**src/rtl/btb_update_sched_pkg.sv**
```systemverilog
// Shared types for the BTB update scheduler.
//   word_t        : 32-bit machine word (instr_npc, targets)
//   btb_op_t      : kind of BTB write (invalidate, branch update, jump install)
//   btb_upd_t     : one queued BTB update
//   sched_state_t : scheduler FSM state
package btb_update_sched_pkg;

   typedef logic [31:0] word_t;

   typedef enum logic [1:0] {
      BTB_INVAL  = 2'd0,
      BTB_BRANCH = 2'd1,
      BTB_JUMP   = 2'd2
   } btb_op_t;

   typedef struct packed {
      btb_op_t op;
      word_t   npc;
      word_t   target;
      logic    taken;
   } btb_upd_t;

   typedef enum logic [1:0] {
      ST_INIT  = 2'd0,
      ST_RUN   = 2'd1,
      ST_FLUSH = 2'd2
   } sched_state_t;

endpackage

```
**src/rtl/btb_update_sched_fifo.sv**
```systemverilog
// DEPTH-entry FIFO of btb_upd_t with two push ports and one pop port.
// push1 is only meaningful together with push0 (it lands in the slot after).
// Ports:
//   clk, rst_n      clock, async active-low reset
//   clr_i           synchronous clear (wins over push/pop)
//   push0_i/_data_i first push of the cycle
//   push1_i/_data_i second push of the cycle
//   pop_i           drop the head entry (caller guarantees non-empty)
//   head_o          current head entry
//   count_o         occupancy, 0..DEPTH
module btb_update_sched_fifo
   import btb_update_sched_pkg::*;
#(
   parameter int DEPTH = 4
) (
   input  logic                     clk,
   input  logic                     rst_n,
   input  logic                     clr_i,
   input  logic                     push0_i,
   input  btb_upd_t                 push0_data_i,
   input  logic                     push1_i,
   input  btb_upd_t                 push1_data_i,
   input  logic                     pop_i,
   output btb_upd_t                 head_o,
   output logic [$clog2(DEPTH):0]   count_o
);

   localparam int PTR_W = $clog2(DEPTH);
   localparam logic [PTR_W-1:0] PTR_ONE = PTR_W'(1);
   localparam logic [PTR_W-1:0] PTR_TWO = PTR_W'(2);

   btb_upd_t             mem_q [DEPTH];
   logic [PTR_W-1:0]     wr_ptr_q;
   logic [PTR_W-1:0]     rd_ptr_q;
   logic [PTR_W:0]       count_q;

   always_ff @(posedge clk) begin
      if (!clr_i) begin
         if (push0_i) mem_q[wr_ptr_q] <= push0_data_i;
         if (push1_i) mem_q[wr_ptr_q + PTR_ONE] <= push1_data_i;
      end
   end

   // Pointers wrap naturally because DEPTH is a power of two.
   always_ff @(posedge clk or negedge rst_n) begin
      if (!rst_n) begin
         wr_ptr_q <= '0;
         rd_ptr_q <= '0;
         count_q  <= '0;
      end else if (clr_i) begin
         wr_ptr_q <= '0;
         rd_ptr_q <= '0;
         count_q  <= '0;
      end else begin
         if (push0_i && push1_i) wr_ptr_q <= wr_ptr_q + PTR_TWO;
         else if (push0_i)       wr_ptr_q <= wr_ptr_q + PTR_ONE;
         if (pop_i)              rd_ptr_q <= rd_ptr_q + PTR_ONE;
         count_q <= count_q + {{PTR_W{1'b0}}, push0_i} + {{PTR_W{1'b0}}, push1_i}
                            - {{PTR_W{1'b0}}, pop_i};
      end
   end

   assign head_o  = mem_q[rd_ptr_q];
   assign count_o = count_q;

endmodule

```
**src/rtl/btb_update_sched.sv**
```systemverilog
// Sequences every write into the BTB through its single write port.
// Exec branch updates and decode jump installs are queued (exec first) and
// drained one per cycle; a full invalidate sweep runs after reset and on flush.
// Ports:
//   clk, rst_n               clock, async active-low reset
//   ex_upd_*_i               resolved branch from exec
//   de_upd_*_i               direct jump seen by decode
//   flush_req_i              pulse: invalidate the whole BTB
//   btb_hold_i               BTB write port blocked this cycle
//   upd_ready_o              updates accepted this cycle
//   wr_*_o                   BTB write port
//   busy_o                   sweeping or queue non-empty
//   drop_count_o             saturating count of updates lost to a full queue
//
// state    | meaning
// ST_INIT  | post-reset invalidate sweep, updates ignored
// ST_RUN   | accept updates, drain queue into BTB
// ST_FLUSH | flush invalidate sweep, updates ignored
module btb_update_sched
   import btb_update_sched_pkg::*;
#(
   parameter int ENTRIES = 4,
   parameter int DEPTH   = 4,
   parameter int CNT_W   = 16
) (
   input  logic                         clk,
   input  logic                         rst_n,
   input  logic                         ex_upd_valid_i,
   input  logic [31:0]                  ex_upd_npc_i,
   input  logic [31:0]                  ex_upd_target_i,
   input  logic                         ex_upd_taken_i,
   input  logic                         de_upd_valid_i,
   input  logic [31:0]                  de_upd_npc_i,
   input  logic [31:0]                  de_upd_target_i,
   input  logic                         flush_req_i,
   input  logic                         btb_hold_i,
   output logic                         upd_ready_o,
   output logic                         wr_en_o,
   output logic [1:0]                   wr_op_o,
   output logic [$clog2(ENTRIES)-1:0]   wr_idx_o,
   output logic [31:0]                  wr_npc_o,
   output logic [31:0]                  wr_target_o,
   output logic                         wr_taken_o,
   output logic                         busy_o,
   output logic [CNT_W-1:0]             drop_count_o
);

   localparam int IDX_W  = $clog2(ENTRIES);
   localparam int OCC_W  = $clog2(DEPTH) + 1;
   localparam logic [IDX_W-1:0] LAST_IDX = IDX_W'(ENTRIES - 1);
   localparam logic [IDX_W-1:0] IDX_ONE  = IDX_W'(1);
   localparam logic [OCC_W-1:0] OCC_FULL = OCC_W'(DEPTH);
   localparam logic [OCC_W-1:0] FREE_ONE = OCC_W'(1);
   localparam logic [OCC_W-1:0] FREE_TWO = OCC_W'(2);

   sched_state_t       state_q, state_d;
   logic [IDX_W-1:0]   sweep_idx_q, sweep_idx_d;
   logic [CNT_W-1:0]   drop_cnt_q, drop_cnt_d;
   logic [CNT_W:0]     drop_sum;
   logic [1:0]         n_drop;

   logic               fifo_clr, fifo_pop, push0, push1;
   btb_upd_t           push0_data, push1_data, fifo_head, ex_req, de_req;
   logic [OCC_W-1:0]   fifo_count, free;
   logic               fifo_nempty, de_req_v;

   assign ex_req = '{BTB_BRANCH, ex_upd_npc_i, ex_upd_target_i, ex_upd_taken_i};
   assign de_req = '{BTB_JUMP,   de_upd_npc_i, de_upd_target_i, 1'b1};

   // A decode install aimed at the same entry as this cycle's exec update is
   // superseded by it; it is neither queued nor counted as a drop.
   assign de_req_v = de_upd_valid_i &&
                     !(ex_upd_valid_i &&
                       (ex_upd_npc_i[IDX_W+1:2] == de_upd_npc_i[IDX_W+1:2]));

   // Free space is taken at the start of the cycle: a same-cycle pop does not
   // make room for a same-cycle push.
   assign free        = OCC_FULL - fifo_count;
   assign fifo_nempty = (fifo_count != '0);

   btb_update_sched_fifo #(.DEPTH(DEPTH)) u_fifo (
      .clk          (clk),
      .rst_n        (rst_n),
      .clr_i        (fifo_clr),
      .push0_i      (push0),
      .push0_data_i (push0_data),
      .push1_i      (push1),
      .push1_data_i (push1_data),
      .pop_i        (fifo_pop),
      .head_o       (fifo_head),
      .count_o      (fifo_count)
   );

   always_ff @(posedge clk or negedge rst_n) begin
      if (!rst_n) begin
         state_q     <= ST_INIT;
         sweep_idx_q <= '0;
         drop_cnt_q  <= '0;
      end else begin
         state_q     <= state_d;
         sweep_idx_q <= sweep_idx_d;
         drop_cnt_q  <= drop_cnt_d;
      end
   end

   always_comb begin
      state_d     = state_q;
      sweep_idx_d = sweep_idx_q;
      fifo_clr    = 1'b0;
      push0       = 1'b0;
      push1       = 1'b0;
      push0_data  = '0;
      push1_data  = '0;
      n_drop      = 2'd0;
      case (state_q)
         ST_INIT, ST_FLUSH: begin
            if (flush_req_i) begin
               sweep_idx_d = '0;
            end else if (!btb_hold_i) begin
               if (sweep_idx_q == LAST_IDX) begin
                  state_d     = ST_RUN;
                  sweep_idx_d = '0;
               end else begin
                  sweep_idx_d = sweep_idx_q + IDX_ONE;
               end
            end
         end
         ST_RUN: begin
            if (flush_req_i) begin
               fifo_clr = 1'b1;
               state_d  = ST_FLUSH;
            end else if (free >= FREE_TWO) begin
               if (ex_upd_valid_i) begin
                  push0      = 1'b1;
                  push0_data = ex_req;
                  push1      = de_req_v;
                  push1_data = de_req;
               end else begin
                  push0      = de_req_v;
                  push0_data = de_req;
               end
            end else if (free == FREE_ONE) begin
               if (ex_upd_valid_i) begin
                  push0      = 1'b1;
                  push0_data = ex_req;
                  n_drop     = {1'b0, de_req_v};
               end else begin
                  push0      = de_req_v;
                  push0_data = de_req;
               end
            end else begin
               n_drop = {1'b0, ex_upd_valid_i} + {1'b0, de_req_v};
            end
         end
         default: state_d = ST_INIT;
      endcase
   end

   assign drop_sum   = {1'b0, drop_cnt_q} + {{(CNT_W-1){1'b0}}, n_drop};
   assign drop_cnt_d = drop_sum[CNT_W] ? {CNT_W{1'b1}} : drop_sum[CNT_W-1:0];

   // Write port is forced quiet while reset is asserted.
   always_comb begin
      wr_en_o     = 1'b0;
      wr_op_o     = BTB_INVAL;
      wr_idx_o    = '0;
      wr_npc_o    = '0;
      wr_target_o = '0;
      wr_taken_o  = 1'b0;
      fifo_pop    = 1'b0;
      if (rst_n) begin
         if (state_q == ST_RUN) begin
            if (fifo_nempty && !btb_hold_i) begin
               fifo_pop    = 1'b1;
               wr_en_o     = 1'b1;
               wr_op_o     = fifo_head.op;
               wr_idx_o    = fifo_head.npc[IDX_W+1:2];
               wr_npc_o    = fifo_head.npc;
               wr_target_o = fifo_head.target;
               wr_taken_o  = (fifo_head.op == BTB_JUMP) ? 1'b1 : fifo_head.taken;
            end
         end else begin
            wr_en_o  = 1'b1;
            wr_idx_o = sweep_idx_q;
         end
      end
   end

   assign upd_ready_o  = (state_q == ST_RUN);
   assign busy_o       = (state_q != ST_RUN) || fifo_nempty;
   assign drop_count_o = drop_cnt_q;

endmodule

```
**config.mk**
```make
export PLATFORM = sky130hd
export DESIGN_NAME = btb_update_sched
export DESIGN_NICKNAME = d
export VERILOG_FILES = /design/src/rtl/btb_update_sched_pkg.sv /design/src/rtl/btb_update_sched_fifo.sv /design/src/rtl/btb_update_sched.sv
export SDC_FILE = /design/constraint.sdc
export NUM_CORES = 1
export LEC_CHECK = 0
export ABC_CLOCK_PERIOD_IN_PS = 5900
export CORE_MARGIN = 2
export CORE_UTILIZATION = 50
export CTS_BUF_LIST = sky130_fd_sc_hd__clkbuf_8
export DETAILED_ROUTE_END_ITERATION = 12
export PLACE_DENSITY = 0.73
export RECOVER_POWER = 100
export SYNTH_ARGS = -nofsm -noshare
export SYNTH_HDL_FRONTEND = slang
export SYNTH_HIERARCHICAL = 1
export SYNTH_SLANG_ARGS = --single-unit
```
**constraint.sdc**
```tcl
create_clock -name clk -period 5.9 [get_ports clk]
set_input_delay 1.18 -clock clk [delete_from_list [all_inputs] [get_ports clk]]
set_output_delay 1.18 -clock clk [all_outputs]
set_load 0.005 [all_outputs]
```
Word-level counts from Yosys, hierarchy flattened
Memory sizes are Yosys's and may differ from the RTL's.
Cells that the tools add are included.
{ "totals": {"ram_bits": 268, "in_bits": 135, "wordCells": 111, "out_inout_bits": 88, "mem_count": 1, "regBits": 27} }
{ "classes": {"mux": 67, "order_cmp": 1, "eq_ne": 12, "addsub": 10, "reduce_logical": 14} }
{ "memory_table": {"columns": ["name", "words", "word_bits", "rd", "rd_ports_with_merged_regs", "write_ports", "line", "rtl"], "rows": [
  ["u_fifo.mem_q", 4, 67, 1, 0, 2, "btb_update_sched_fifo.sv:32", "btb_upd_t mem_q [DEPTH];"]
]} }
{ "ops": {"columns": ["cell", "n"], "rows": [
  ["two-way mux 67 bit", 9],
  ["two-way mux 32 bit", 6],
  ["two-way mux 2 bit", 22],
  ["two-way mux 1 bit", 27],
  ["adder 16 x 2 -> 17 bit", 1],
  ["two-way mux 16 bit", 1],
  ["!= test 2 bit (second input constant)", 5],
  ["adder 2 x 1 -> 2 bit (second input constant)", 3],
  ["adder 3 x 1 -> 3 bit", 2],
  ["== test 2 bit (second input constant)", 3],
  ["nonzero test 3 bit", 2],
  ["logical AND 1 bit", 4],
  ["one-hot mux 2 bit (2 select lines)", 1],
  ["AND reduction 4 bit", 1],
  ["== test 3 x 1 -> 1 bit (second input constant)", 1],
  ["greater-or-equal comparator 3 x 2 -> 1 bit (second input constant)", 1],
  ["two-way mux 3 bit", 1],
  ["subtractor 3 x 1 -> 3 bit", 1],
  ["subtractor 3 bit (first input constant)", 1],
  ["adder 1 x 1 -> 2 bit", 1],
  ["adder 2 bit (second input constant)", 1],
  ["== test 2 x 1 -> 1 bit (second input constant)", 1],
  ["== test 2 bit", 1],
  ["logical NOT 1 bit", 2],
  ["6 further kinds", 6]
]} }

Longest topological paths before layout
Gate-level depths: netlist of run 1.
{ "depth": {"depth_word": 13, "mapped_depth": 17} }

By module
Netlist of run 1, hierarchy kept.
{ "modules_own_cells": {"columns": ["module", "area_each_um2", "n_inst", "cells_per_inst", "seq_area_each_um2"], "rows": [
  ["btb_update_sched_fifo", 13852.0, 1, 699, 8222.9],
  ["btb_update_sched", 3156.8, 1, 428, 500.5]
]} }

Worst setup path before layout of run 1
No wires, ideal clock.
{ "synth_path": {"path_kind": "input port to flip-flop", "start": "input port ex_upd_valid_i", "end": "memory u_fifo/mem_q[0][0] (netlist bit) (enable)", "slack_ps": 121, "cell_stages": 8, "t_arrival_ps": 5287, "path_buffers": 3, "setup_ps": 492, "required_time_ps": 5408, "path_cell_list": "buf_2 -> buf_2 -> buf_2 -> inv_1 -> ha_1 -> nor2_1 -> a22oi_1 -> nor2_1"} }
{ "synth_lines": {"columns": ["element", "line", "rtl"], "rows": [
  ["start, declared", "btb_update_sched.sv:28", "input logic ex_upd_valid_i,"],
  ["end, declared", "btb_update_sched_fifo.sv:32", null]
]} }

Worst setup path after layout of run 1
{ "layout_path": {"start": "input port rst_n", "end": "output port wr_idx_o[0]"} }
{ "layout_via": {"elab_chain_cells": 1} }
{ "layout_rtl": {"columns": ["element", "line", "rtl"], "rows": [
  ["start, declared", "btb_update_sched.sv:27", "input logic rst_n,"],
  ["two-way mux 2 bit", "btb_update_sched.sv:171", "if (rst_n) begin"],
  ["end, declared", "btb_update_sched.sv:40", "output logic [$clog2(ENTRIES)-1:0] wr_idx_o,"]
]} }
Every way passes these cells.

==> metrics.txt, run 1 <==
VDD IR max 160 µV; unrepaired setup endpoints after global routing false; total of flip-flops plus latches after synthesis 295; post-synthesis instance area 17000 µm²; compound-gate portion of the synthesized area 0.0109; non-filler cells, final 1836; overall overflow remaining after global route 0; reg2reg start u_fifo/count_o[1]; Area after DPL 19600 µm²; number of antenna violations at the first check in global routing 2; vias in the first global route 10600; first element of the critical path rst_n; Arr. time, crit path 3.80 ns; count of nets left with antenna violations after detail routing 0; static leakage 8.18 nW; Critical Path RT 4.72 ns; HPWL after DPL 23500 µm; final setup fails 0; RePlAce Congestion 0.785; CP Capture Point wr_idx_o[0]; combinational fraction of design power 0.120; Clock Root Buffer clkbuf_8; sum of negative setup slack 0 ns; count of final max-slew check failures 199; final hold violations 0; most common cell after layout, fill and taps aside edfxtp_1; maximum number of pins on one net before global-route repair 71; Die Span X 188 µm; die boundary height 188 µm; adder-cell area share of the yosys netlist 0.0160; H-Tree Level Count 2; initial cell density of the core 0.507; fraction of post-synthesis cell area in the top cell type by area 0.473; Startpoint Class primary input; share of total power in the clock network 0.360; vias per cell 5.55; Synth Area in XOR/XNOR 0.00669; area of the die 35500 µm²; Top Ports 223; final critical-path required period 4.98 ns; worst flop-to-flop path endpoint u_fifo/mem_q[0][32]; combined global-route utilization of all metal layers 0.215; Mapped Avg Cell Area 15.1 µm²; post-route design area 19900 µm²; number of different library cells in the post-synthesis netlist 52; main combinational cell family by area after synthesis multiplexers; actual transition at the worst max-transition pin 2.46 ns; CTS sink cnt 295; simple logic cell fraction of the synthesized area 0.0888; Worst-path clk slew 0.05 ns; share of cells above drive strength 1 0.232; Hold Buf Count CTS 0; end-of-flow core utilization 0.595; number of buffers created by CTS 48; endpoint type of the worst setup path output pin; iteration-0 DRC count of the detailed router 682; net switching power 1.08 mW; number of placed instances with taps included 1745; total wirelength of the detailed-routed design 39100 µm; register-to-register path setup slack 1.46 ns; count of input and output buffers 222; Gate Count Post-Synth 1127; worst skew pair latency 0.56 ns; most area-consuming cells after synthesis edfxtp_1 47%, mux2_4 11%, mux2_2 9.9%; final routed DRC violation total 0; sequential power share 0.520; maximum number of buffers from clock root to sink 3; number of setup buffers added after CTS 0; mean routed wirelength per cell 21.3 µm; fraction of synthesized area in multiplexers 0.334; Worst R2R Path Depth 9; Max-Slew Margin vs Limit -0.644; number of filler instances in the final layout 2754; floorplan row count 67; worst hold path class reg2reg; synth warn 6; Hold Slack 0.561 ns; Via Count 10200; cell taking the most area after synthesis edfxtp_1; Floorplan Core Area 33500 µm²; most frequent cells in the layout 268 x edfxtp_1, 162 x clkdlybuf4s50_1, 150 x mux2_2; portion of the clock cycle consumed by the worst path in the final layout 0.844; Seq/Total Area, Yosys 0.513; switch share 0.240; synthesis-to-finish area growth 17.3%; wire length of the first global-routing pass 59500 µm; Int Pwr 3.42 mW; total power divided by cell area 226 nW/µm²; worst clock skew on the final layout 0.0208 ns; number of gates given a new drive strength after cts 0; total iterations of the first detailed-routing run 5; maximum fanout along the worst path 30; max-capacitance violation count 5; run status finished with violations; NumNets Final 1502; critical path type in2out; CTS tree yes; violations in the final reports capacitance limit, slew limit; max frequency 201 MHz
-- power groups by stage --
stage | logic, mW | clock network [mW] | registers [mW]
floorplan | 0.377 | 0 | 2.34
global placement | 0.544 | 0 | 2.39
detailed placement | 0.546 | 0 | 2.39
CTS | 0.550 | 1.66 | 2.35
global route | 0.587 | 1.74 | 2.35
finish | 0.539 | 1.62 | 2.34
-- synth_stat cells, drive strengths merged --
cell type / number
mux2i: 65
xor2: 5
a31oi: 2
clkbuf: 18
inv: 15
nor3: 3
dfrtp: 27
o21bai: 1
a31o: 2
o31ai: 1
a21oi: 7
conb: 1
ha: 17
o21a: 2
nor3b: 1
fa: 3
nor4b: 2
and4: 1
nor2: 84
nor4: 2
nor2b: 2
and2b: 1
a211oi: 2
buf: 57
xnor2: 8
a22oi: 5
edfxtp: 268
and2: 134
nand2: 24
and3: 5
nand3: 9
nand2b: 3
and3b: 1
o21ai: 6
nand4: 3
mux2: 272
or3: 1
mux4: 67
-- flip-flops by register name, indices dropped and copies added, names as in the netlist --
signal,flops
u_fifo/count_o,3
u_fifo/rd_ptr_q,2
state_q,2
u_fifo/wr_ptr_q,2
sweep_idx_q,2
drop_count_o,16
u_fifo/mem_q,268
-- cells by family after synthesis --
logic type                 Yosys count
muxes                              404
DFF                                295
and+or+nand+nor                    276
buffers and inverters               90
AOI/OAI and AO/OA                   28
adders and majority gates           20
xor gates and xnor gates            13
other                                1
-- final cells by class --
class | instances | area, µm² | area share
diodes | 2 | 5.00 | 0.000251
repair buffers | 242 | 2350 | 0.118
clock buffers | 50 | 688 | 0.0345
multi-input cells | 745 | 7370 | 0.369
clock inverters | 39 | 186 | 0.00935
well taps | 448 | 561 | 0.0281
inverters | 15 | 56.3 | 0.00282
flip-flops and latches | 295 | 8730 | 0.438
-- critical path: stages --
cell and delay, ns:
dlygate4sd3_1 0.57, clkbuf_1 1.19, a31o_2 0.30, dlygate4sd3_1 0.56
-- per-stage QoR --
step	setup WS [ns]	power, mW
3_3_place_gp	1.32	2.93
4_1_cts	1.34	4.55
5_1_grt	0.616	4.68
3_5_place_dp	1.28	2.94
2_1_floorplan	0.121	2.71
6_report	0.921	4.50
-- routing by layer --
layer / wire (µm) / GRT usage
met1: 17300 / 0.295
met2: 19000 / 0.362
met3: 2130 / 0.0320
met4: 655 / 0.0529
met5: 0 / 0
-- how the worst min path moves through the flow --
stage                              start             end  slack (ns)  depth (start not counted)
after global placement    sweep_idx_q[1]  sweep_idx_q[1]        0.54                          2
after CTS                     state_q[1]      state_q[1]        0.56                          2
after global routing          state_q[1]      state_q[1]        0.59                          2
after floorplan           sweep_idx_q[1]  sweep_idx_q[1]        0.50                          2
final                         state_q[1]      state_q[1]        0.56                          2
after detailed placement      state_q[1]      state_q[1]        0.56                          2
Note: power is estimated with default switching activity, not from simulation.
==> run 2: changes to the inputs <==
ABC_CLOCK_PERIOD_IN_PS = 5200   (was 5900)
clock period = 5.2 ns   (was 5.9 ns; I/O delays follow)
==> run 2 against run 1 <==
Effect of this change: the flow still finishes with violations (capacitance limit, slew limit); routed wire length increased by 2.4%; final area is 0.48% higher; first-iteration DRC count decreased by 17%; worst setup slack worse by 0.30 ns; total power up 12%; critical path depth unchanged; final cell count shrank 0.27%; flip-flop and latch count did not move; register-to-register slack lost 0.48 ns; utilization grew 0.28 points; clock skew shrank 0.0073 ns; highest routed layer unchanged.
==> metrics.txt, run 2 (synthesized netlist as in run 1, its figures left out) <==
run status finished with violations; violations in the final reports capacitance limit, slew limit; unrepaired setup endpoints after global routing false; reg2reg start state_q[0]; most frequent cells in the layout 268 x edfxtp_1, 178 x clkdlybuf4s50_1, 150 x mux2_2; mean routed wirelength per cell 21.9 µm (+2.7%); Hold Slack 0.547 ns (-0.0146 ns); number of setup buffers added after CTS 0 (unchanged); portion of the clock cycle consumed by the worst path in the final layout 0.880; maximum fanout along the worst path 40 (+33%); share of cells above drive strength 1 0.249 (+0.0173); H-Tree Level Count 2 (unchanged); overall overflow remaining after global route 0 (unchanged); Hold Buf Count CTS 0 (unchanged); register ranked first by flip-flop count u_fifo/mem_q; Floorplan Core Area 33500 µm² (unchanged); CP Capture Point wr_target_o[31]; die boundary height 188 µm (unchanged); Top Ports 223 (unchanged); Via Count 10200 (-0.088%); NumNets Final 1504 (+0.13%); floorplan row count 67 (unchanged); number of antenna violations at the first check in global routing 0 (-2); synthesis-to-finish area growth 17.8%; final hold violations 0 (unchanged); number of buffers created by CTS 48 (unchanged); Clock Root Buffer clkbuf_8; max FFs per register 268 (unchanged); final routed DRC violation total 0 (unchanged); register-to-register path setup slack 0.98 ns (-0.48 ns); wire length of the first global-routing pass 60700 µm (+2.1%); count of nets left with antenna violations after detail routing 0 (unchanged); final setup fails 0 (unchanged); static leakage 8.15 nW (-0.29%); worst clock skew on the final layout 0.0134 ns (-0.00734 ns); vias per cell 5.56 (+0.18%); first element of the critical path u_fifo/rd_ptr_q[0]; HPWL after DPL 24200 µm (+2.9%); most common cell after layout, fill and taps aside edfxtp_1; sum of negative setup slack 0 ns (unchanged); area of the die 35500 µm² (unchanged); Worst-path clk slew 0.06 ns (about the same); iteration-0 DRC count of the detailed router 565 (-17%); Max-Slew Margin vs Limit -0.638 (+0.00623); initial cell density of the core 0.507 (unchanged); total power divided by cell area 252 nW/µm² (+11%); worst skew pair latency 0.56 ns (about the same); maximum number of pins on one net before global-route repair 68 (-4.2%); count of input and output buffers 222 (unchanged); max-capacitance violation count 5 (unchanged); number of gates given a new drive strength after cts 0 (unchanged); Arr. time, crit path 3.54 ns (-0.26 ns); worst hold path class reg2reg; total iterations of the first detailed-routing run 5 (unchanged); total wirelength of the detailed-routed design 40000 µm (+2.4%); VDD IR max 146 µV (-9.0%); endpoint type of the worst setup path output pin; count of final max-slew check failures 143 (-28%); vias in the first global route 10800 (+1.6%); combined global-route utilization of all metal layers 0.222 (+0.00683); final critical-path required period 4.58 ns; critical path type reg2out; RePlAce Congestion 0.782 (-0.37%); actual transition at the worst max-transition pin 2.46 ns (-0.000265 ns); worst flop-to-flop path endpoint u_fifo/mem_q[2][4]; maximum number of buffers from clock root to sink 3 (unchanged); CTS sink cnt 295 (unchanged); CTS tree yes; Worst R2R Path Depth 7 (-2); Critical Path RT 4.16 ns (-0.56 ns); Die Span X 188 µm (unchanged); max frequency 218 MHz; Startpoint Class flop
==> run 2: cell types whose count changed in the layout (fill, tap and decap cells not counted), sizes merged <==
cell / delta
clkinv: -8
buf: +1
clkdlybuf4s50: +16
clkbuf: +3
diode: -1
bufinv: -1
dlygate4sd3: -16
inv: +1
==> run 2: worst min path at each step <==
stage / endpoint / start / slack [ns] / depth (start not counted)
6_report: state_q[1] / state_q[1] / 0.55 / 2
5_1_grt: state_q[1] / state_q[1] / 0.59 / 2
3_5_place_dp: state_q[1] / state_q[1] / 0.53 / 2
4_1_cts: state_q[1] / state_q[1] / 0.54 / 2
2_1_floorplan: sweep_idx_q[1] / sweep_idx_q[1] / 0.50 / 2
3_3_place_gp: sweep_idx_q[1] / sweep_idx_q[1] / 0.54 / 2
==> run 2: worst max-delay path, cell delays in order, from the launching register on <==
cell           delay [ns]
dfrtp_2              1.33
buf_12               0.36
mux4_2               0.53
and2_1               0.15
dlygate4sd3_1        0.57
==> run 2: power by group <==
part	switching [mW]	internal (mW)	leakage [nW]	total, mW
sequential	0.0764	2.58	3.07	2.66
combinational	0.240	0.362	4.57	0.602
clock	0.870	0.911	0.507	1.78
==> run 2: routing by layer <==
| layer | track usage | routed length (µm) |
|---|---|---|
| met5 | 0 | 0 |
| met4 | 0.0586 | 686 |
| met3 | 0.0365 | 2480 |
| met2 | 0.384 | 19500 |
| met1 | 0.291 | 17300 |
==> run 2: through the flow <==
stage | area, µm² | std cells | worst slack, ns | power (mW) | utilization
2_1_floorplan | 17000 | 1130 | 0.675 | 3.08 | -
3_3_place_gp | 19600 | 1747 | 0.937 | 3.32 | 0.586
3_5_place_dp | 19600 | 1747 | 0.870 | 3.32 | 0.586
4_1_cts | 20500 | 1830 | 0.863 | 5.11 | 0.611
5_1_grt | 20000 | 1830 | 0.368 | 5.26 | 0.598
6_report | 20000 | 1831 | 0.623 | 5.04 | 0.598
==> run 2: layout make-up <==
type	instances	area [µm²]
Antenna cell	1	2.50
Clock buffer	52	716
Clock inverter	31	121
Fill cell	2739	13500
Inverter	15	56.3
Multi-Input combinational cell	745	7460
Sequential cell	295	8730
Tap cell	448	561
Timing Repair Buffer	244	2390
